==> src/rtl/noc_receiver_pkg.sv <==
// Shared field layout, type codes and record format for the NoC receive path.
package noc_receiver_pkg;

    // Field widths of the flat packet word.
    localparam int DATA_AWIDTH    = 16;
    localparam int DATA_DWIDTH    = 32;
    localparam int DATA_TYPEWIDTH = 7;
    localparam int DATA_SRCWIDTH  = 4;
    localparam int DESTWIDTH      = 4;
    localparam int NHOPWIDTH      = 4;

    // LSB offsets of each field, packed MSB->LSB as sendok, send, nhop, last, dest, src, type, data, addr.
    localparam int ADDR_LSB   = 0;
    localparam int DATA_LSB   = ADDR_LSB + DATA_AWIDTH;
    localparam int TYPE_LSB   = DATA_LSB + DATA_DWIDTH;
    localparam int SRC_LSB    = TYPE_LSB + DATA_TYPEWIDTH;
    localparam int DEST_LSB   = SRC_LSB + DATA_SRCWIDTH;
    localparam int LAST_BIT   = DEST_LSB + DESTWIDTH;
    localparam int NHOP_LSB   = LAST_BIT + 1;
    localparam int SEND_BIT   = NHOP_LSB + NHOPWIDTH;
    localparam int SENDOK_BIT = SEND_BIT + 1;
    localparam int IO_WIDTH   = SENDOK_BIT + 1;

    // Packet type codes; anything not listed travels like a REQUEST.
    localparam logic [DATA_TYPEWIDTH-1:0] TYPE_REQUEST       = 7'd0;
    localparam logic [DATA_TYPEWIDTH-1:0] TYPE_RESPONSE_ADDR = 7'd1;
    localparam logic [DATA_TYPEWIDTH-1:0] TYPE_RESPONSE_DATA = 7'd2;
    localparam logic [DATA_TYPEWIDTH-1:0] TYPE_C_REQ         = 7'd3;
    localparam logic [DATA_TYPEWIDTH-1:0] TYPE_WRITE         = 7'd4;
    localparam logic [DATA_TYPEWIDTH-1:0] TYPE_OUTSTANDING   = 7'd5;

    localparam int REC_WIDTH = DATA_TYPEWIDTH + DATA_SRCWIDTH + DATA_AWIDTH + DATA_DWIDTH + 1;

    typedef struct packed {
        logic                      sendok;
        logic                      send;
        logic [NHOPWIDTH-1:0]      nhop;
        logic                      last;
        logic [DESTWIDTH-1:0]      dest;
        logic [DATA_SRCWIDTH-1:0]  src;
        logic [DATA_TYPEWIDTH-1:0] ptype;
        logic [DATA_DWIDTH-1:0]    data;
        logic [DATA_AWIDTH-1:0]    addr;
    } pkt_t;

    typedef struct packed {
        logic [DATA_TYPEWIDTH-1:0] rtype;
        logic [DATA_SRCWIDTH-1:0]  src;
        logic [DATA_AWIDTH-1:0]    addr;
        logic [DATA_DWIDTH-1:0]    data;
        logic                      last;
    } rec_t;

    typedef enum logic {
        ST_IDLE,
        ST_HAVE_ADDR
    } pair_state_t;

endpackage

==> src/rtl/noc_receiver_if.sv <==
// Link-side packet input plus the record valid/ready channel toward the local core.
interface noc_receiver_if;
    import noc_receiver_pkg::*;

    logic [IO_WIDTH-1:0]       pkt_in;
    logic                      ok_out;
    logic                      rec_valid;
    logic                      rec_ready;
    logic [DATA_TYPEWIDTH-1:0] rec_type;
    logic [DATA_SRCWIDTH-1:0]  rec_src;
    logic [DATA_AWIDTH-1:0]    rec_addr;
    logic [DATA_DWIDTH-1:0]    rec_data;
    logic                      rec_last;

    modport master (
        output pkt_in, rec_ready,
        input  ok_out, rec_valid, rec_type, rec_src, rec_addr, rec_data, rec_last
    );

    modport slave (
        input  pkt_in, rec_ready,
        output ok_out, rec_valid, rec_type, rec_src, rec_addr, rec_data, rec_last
    );

endinterface

==> src/rtl/noc_sync_fifo.sv <==
// Single-clock FIFO; a push while full is accepted only when a pop frees a slot in the same cycle.
module noc_sync_fifo #(
    parameter int WIDTH = 8,
    parameter int DEPTH = 4
) (
    input  logic                       clk,
    input  logic                       rst,
    input  logic                       push,
    input  logic [WIDTH-1:0]           din,
    output logic                       full,
    input  logic                       pop,
    output logic [WIDTH-1:0]           dout,
    output logic                       empty,
    output logic [$clog2(DEPTH):0]     count
);
    localparam int AW = $clog2(DEPTH);
    localparam int CW = AW + 1;

    logic [WIDTH-1:0] mem [DEPTH];
    logic [AW-1:0]    wr_ptr;
    logic [AW-1:0]    rd_ptr;
    logic             wr_en;
    logic             rd_en;

    assign full  = (count == CW'(DEPTH));
    assign empty = (count == '0);
    assign rd_en = pop && !empty;
    assign wr_en = push && (!full || rd_en) && !rst;
    assign dout  = mem[rd_ptr];

    // Storage is not reset; the pointers and count decide what is valid.
    always_ff @(posedge clk) begin
        if (wr_en) begin
            mem[wr_ptr] <= din;
        end
    end

    // Pointers wrap naturally because DEPTH is a power of two.
    always_ff @(posedge clk) begin
        if (rst) begin
            wr_ptr <= '0;
            rd_ptr <= '0;
            count  <= '0;
        end else begin
            if (wr_en) begin
                wr_ptr <= wr_ptr + 1'b1;
            end
            if (rd_en) begin
                rd_ptr <= rd_ptr + 1'b1;
            end
            count <= count + CW'(wr_en) - CW'(rd_en);
        end
    end

endmodule

==> src/rtl/noc_receiver.sv <==
// Receive stage: filters packets for this node, re-pairs split responses, queues records, returns credit.
module noc_receiver
    import noc_receiver_pkg::*;
#(
    parameter logic [DESTWIDTH-1:0] MY_ID      = '0,
    parameter int                   FIFO_DEPTH = 4
) (
    input  logic           clk,
    input  logic           rst,
    noc_receiver_if.slave  bus,
    output logic           overflow,
    output logic           proto_err
);
    localparam int CW = $clog2(FIFO_DEPTH) + 1;

    pkt_t                     pkt;
    logic                     accept;
    pair_state_t              state;
    logic [DATA_AWIDTH-1:0]   p_addr;
    logic [DATA_SRCWIDTH-1:0] p_src;
    logic                     push_req;
    rec_t                     push_rec;
    logic [REC_WIDTH-1:0]     head_bits;
    rec_t                     head;
    logic                     full;
    logic                     empty;
    logic                     pop;
    logic                     push_ok;
    logic [CW-1:0]            count;
    logic [CW-1:0]            next_count;
    logic                     ok_q;

    assign pkt        = pkt_t'(bus.pkt_in);
    assign accept     = pkt.send && (pkt.dest == MY_ID);
    assign pop        = bus.rec_ready && !empty;
    assign push_ok    = push_req && (!full || pop);
    assign next_count = count + CW'(push_ok) - CW'(pop);
    assign head       = rec_t'(head_bits);

    // Decide whether this cycle's packet produces a record and what it contains.
    always_comb begin
        push_req = 1'b0;
        push_rec = '0;
        if (accept) begin
            if (pkt.ptype == TYPE_RESPONSE_DATA) begin
                if (state == ST_HAVE_ADDR && pkt.src == p_src) begin
                    push_req = 1'b1;
                    push_rec = '{rtype: TYPE_RESPONSE_DATA, src: pkt.src, addr: p_addr,
                                 data: pkt.data, last: pkt.last};
                end
            end else if (pkt.ptype != TYPE_RESPONSE_ADDR) begin
                push_req = 1'b1;
                push_rec = '{rtype: pkt.ptype, src: pkt.src, addr: pkt.addr,
                             data: pkt.data, last: pkt.last};
            end
        end
    end

    // Pairing FSM, sticky error flags and the registered credit bit.
    always_ff @(posedge clk) begin
        if (rst) begin
            state     <= ST_IDLE;
            p_addr    <= '0;
            p_src     <= '0;
            overflow  <= 1'b0;
            proto_err <= 1'b0;
            ok_q      <= 1'b1;
        end else begin
            ok_q <= (next_count <= CW'(FIFO_DEPTH - 2));
            if (push_req && full && !pop) begin
                overflow <= 1'b1;
            end
            if (accept) begin
                case (pkt.ptype)
                    TYPE_RESPONSE_ADDR: begin
                        if (state == ST_HAVE_ADDR) begin
                            proto_err <= 1'b1;
                        end
                        p_addr <= pkt.addr;
                        p_src  <= pkt.src;
                        state  <= ST_HAVE_ADDR;
                    end
                    TYPE_RESPONSE_DATA: begin
                        if (state == ST_IDLE || pkt.src != p_src) begin
                            proto_err <= 1'b1;
                        end
                        state <= ST_IDLE;
                    end
                    default: begin
                    end
                endcase
            end
        end
    end

    noc_sync_fifo #(
        .WIDTH (REC_WIDTH),
        .DEPTH (FIFO_DEPTH)
    ) u_fifo (
        .clk   (clk),
        .rst   (rst),
        .push  (push_req),
        .din   (push_rec),
        .full  (full),
        .pop   (pop),
        .dout  (head_bits),
        .empty (empty),
        .count (count)
    );

    assign bus.ok_out    = ok_q;
    assign bus.rec_valid = !empty;
    assign bus.rec_type  = empty ? '0 : head.rtype;
    assign bus.rec_src   = empty ? '0 : head.src;
    assign bus.rec_addr  = empty ? '0 : head.addr;
    assign bus.rec_data  = empty ? '0 : head.data;
    assign bus.rec_last  = empty ? 1'b0 : head.last;

endmodule

==> src/flat_wrapper.sv <==
// flat-port wrapper written by rule: the top's interface ports become plain ports
module noc_receiver_flat import noc_receiver_pkg::*;
#(
    parameter logic [DESTWIDTH-1:0] MY_ID      = '0,
    parameter int                   FIFO_DEPTH = 4
)
  (clk, rst, overflow, proto_err, bus_pkt_in, bus_rec_ready, bus_ok_out, bus_rec_valid, bus_rec_type, bus_rec_src, bus_rec_addr, bus_rec_data, bus_rec_last);
  noc_receiver_if bus_i ();
  input  logic clk;
  input  logic rst;
  output logic overflow;
  output logic proto_err;
  input wire logic [$bits(bus_i.pkt_in)-1:0] bus_pkt_in;
  input wire logic [$bits(bus_i.rec_ready)-1:0] bus_rec_ready;
  output wire logic [$bits(bus_i.ok_out)-1:0] bus_ok_out;
  output wire logic [$bits(bus_i.rec_valid)-1:0] bus_rec_valid;
  output wire logic [$bits(bus_i.rec_type)-1:0] bus_rec_type;
  output wire logic [$bits(bus_i.rec_src)-1:0] bus_rec_src;
  output wire logic [$bits(bus_i.rec_addr)-1:0] bus_rec_addr;
  output wire logic [$bits(bus_i.rec_data)-1:0] bus_rec_data;
  output wire logic [$bits(bus_i.rec_last)-1:0] bus_rec_last;
  assign bus_i.pkt_in = bus_pkt_in;
  assign bus_i.rec_ready = bus_rec_ready;
  assign bus_ok_out = bus_i.ok_out;
  assign bus_rec_valid = bus_i.rec_valid;
  assign bus_rec_type = bus_i.rec_type;
  assign bus_rec_src = bus_i.rec_src;
  assign bus_rec_addr = bus_i.rec_addr;
  assign bus_rec_data = bus_i.rec_data;
  assign bus_rec_last = bus_i.rec_last;
  noc_receiver #(.MY_ID(MY_ID), .FIFO_DEPTH(FIFO_DEPTH)) u_core (.clk(clk), .rst(rst), .bus(bus_i), .overflow(overflow), .proto_err(proto_err));
endmodule
==> config.mk <==
export PLATFORM = sky130hd
export DESIGN_NAME = noc_receiver_flat
export DESIGN_NICKNAME = d
export VERILOG_FILES = /design/src/rtl/noc_receiver_pkg.sv /design/src/rtl/noc_receiver_if.sv /design/src/rtl/noc_sync_fifo.sv /design/src/rtl/noc_receiver.sv /design/src/flat_wrapper.sv
export SDC_FILE = /design/constraint.sdc
export NUM_CORES = 1
export LEC_CHECK = 0
export ABC_CLOCK_PERIOD_IN_PS = 4600
export CORE_MARGIN = 2
export CORE_UTILIZATION = 45
export DETAILED_ROUTE_END_ITERATION = 10
export GPL_ROUTABILITY_DRIVEN = 0
export GPL_TIMING_DRIVEN = 1
export PLACE_DENSITY = 0.68
export SLEW_MARGIN = 0
export SYNTH_ARGS = -nofsm -noshare
export SYNTH_HDL_FRONTEND = slang
export SYNTH_SLANG_ARGS = --single-unit
==> constraint.sdc <==
create_clock -name clk -period 4.6 [get_ports clk]
set_clock_uncertainty 0.05 [all_clocks]
set_input_delay 0.69 -clock clk [delete_from_list [all_inputs] [get_ports clk]]
set_output_delay 0.69 -clock clk [all_outputs]
set_load 0.005 [all_outputs]
==> reports/metrics.cfg <==
[logic_synthesis]
syn_area_per_cell_um2=17.1
synth_ff_type=edfxtp_1
netlist_instances=649
syn_area_um2=11100
synth_fp_nets=732
synth-seq-area-share_pct=70.7
async_reset_ff_share_pct=0
synth-warning-count=0
synth_edf_count=240
synth-seq-cells=273
yosysUniqueCellTypes=41

[cells_and_area]
synthToLayoutAreaGrowth_pct=22.2
utilization_pct=55.9
drive_above_1_share_pct=14.9
instances_no_fill=1125
antennaDiodeCount=0
post-route-cell-area_um2=13600
mostFrequentLayoutCells=edfxtp_1 (240), clkdlybuf4s50_1 (131), and2_1 (99)
final_common_cell=edfxtp_1
nets=864

[clocking]
clk_path_buf_depth=3
cts-buffers-inserted=27
cts.sinks=273
clkTransAtPathRegs_ps=60
cts_setup_buffers=0
cts-root-buf=clkbuf_16
hold_buffers=0
tritoncts=done
postCtsResizedCells=0
htree_levels=1
clk_latency_ps=530

[placed_design]
dp_cells=1076
port_buffers=131
hpwl_um=13500
place_area_um2=12800

[global_route]
first_global_vias=6246
antenna_found_initial=0
grt.overflow.total=0
track_usage_pct=17.5
grt_pass1_wl_um=35200
grt_max_degree=63

[sta]
fin_crit_ps=3680
worst_pin_slew_ps=1120
hold_ws_ps=403
hold_viol_final=0
finalSetupViolCount=0
fmax_mhz=272
slew_viol_final=0
period_share_pct=79.9
slew_headroom_pct=25.6
rsz0062_at_grt=no
setup_tns_ps=0

[drt]
first_pass_iters=5
detail_route.iter0.violations=406
wl_per_cell_um=20.2
drc=0
drt_wl_total_um=22700
vias_per_cell=5.36
antenna_left=0
vias=6027

[pwr]
power_density_nw_per_um2=479
max-vdd-ir-drop_mv=0.228
leakage_nw=4.30

[worst_hold_path]
hp-class=flop to flop

[worst_setup_path]
critical_path_required_ps=3860
critPathCaptureType=primary output
cp_slowest_cell=dfxtp_4
crit_chain=buf_4, mux4_2, and2_1, clkdlybuf4s50_1
worstSetupPathType=flop to primary output
slowest_delay_ps=760
worstPathArrival_ps=2940
crit_fanout=30
cp.buffers_inverters=2
startpoint_type=flop
path_delay_family=buffers and inverters

[die]
coreArea_um2=24300
die_h_um=161
placementRows=57
ios=137
die_area_um2=26000
initial_core_util_pct=45.7
die_x_um=161

[job]
maxCapViolations=0

[status]
status=finished clean

## through the flow
stage	total power [mW]	setup slack (ps)
after CTS	6.60	828
after global placement	4.59	707
after detailed placement	4.60	581
final	6.51	925
after floorplan	3.68	1020
after global routing	6.80	682
## power by group
part	switching [mW]	total, mW	internal, mW
Combinational	0.609	1.69	1.08
Sequential	0.128	2.82	2.70
Clock	0.865	2.00	1.14
Total	1.60	6.51	4.91
## state kept, by name, summed over array words and instances (netlist names), named ones only
name / count
u_core.p_src: 4
u_core.state: 1
u_core.bus.ok_out: 1
u_core.p_addr: 16
u_core.overflow: 1
u_core.u_fifo.mem: 240
u_core.u_fifo.count: 3
u_core.u_fifo.rd_ptr: 2
u_core.proto_err: 1
u_core.u_fifo.wr_ptr: 2
## worst paths after layout
check | start | to | slack, ps | cells after the start
max | flop | bus_rec_data[9] | 920 | 4
min | u_core.p_addr[2] | u_core.p_addr[2] | 400 | 2
max reg2reg | u_core.u_fifo.count[1] | u_core.bus.ok_out | 1370 | 9
min reg2reg | u_core.p_addr[2] | u_core.p_addr[2] | 400 | 2
## synth_stat cells, types with 2 or more instances
cell type | number | area share (%)
or3_1 | 2 | 0.11
buf_2 | 10 | 0.45
nor2_1 | 24 | 0.81
nor2b_1 | 2 | 0.11
buf_6 | 4 | 0.40
a22oi_1 | 16 | 1.1
a21oi_1 | 24 | 1.1
nor3_2 | 2 | 0.18
ha_1 | 8 | 0.90
and3_1 | 5 | 0.28
and2_1 | 103 | 5.8
mux4_2 | 60 | 12
o21ai_0 | 2 | 0.090
clkbuf_1 | 24 | 0.81
xnor2_1 | 4 | 0.31
nand2_1 | 45 | 1.5
nand2b_1 | 3 | 0.17
fa_1 | 2 | 0.36
xor2_1 | 6 | 0.47
edfxtp_1 | 240 | 65
dfxtp_1 | 33 | 5.9
inv_1 | 10 | 0.34
nor4_4 | 2 | 0.38
## layout make-up
class                      instances  area [µm²]
inverter                          10        37.5
clock inverter                    12        82.6
clock buffer                      37         713
timing repair buffer             141        1440
sequential                       273        7880
fill                            1903       10700
tap                              324         405
multi-input combinational        328        3050
## cells by family after synthesis
| group | synth area share, % |
|---|---|
| AOI/OAI and AO/OA | 2.99 |
| xor gates and xnor gates | 0.787 |
| adders and majority gates | 1.26 |
| buffers and inverters | 2.00 |
| DFF | 70.7 |
| muxes | 12.1 |
| and+or+nand+nor | 10.1 |
## routing by layer
layer,share of wire (%),vias to the layer above,GRT usage (%)
li1,-,2732,-
met1,45,3068,25.4
met2,47,200,28.3
met3,5.8,27,2.67
met4,1.5,0,4.18
met5,0,-,0
## worst reg2reg max path: stages, from the launching register on
cell	delay, ps
dfxtp_1	380
or3_2	960
and2_1	440
ha_1	290
inv_1	40
ha_1	180
inv_1	70
fa_1	410
nand2b_1	150
a21o_1	150
Note: power is estimated with default switching activity, not from simulation.
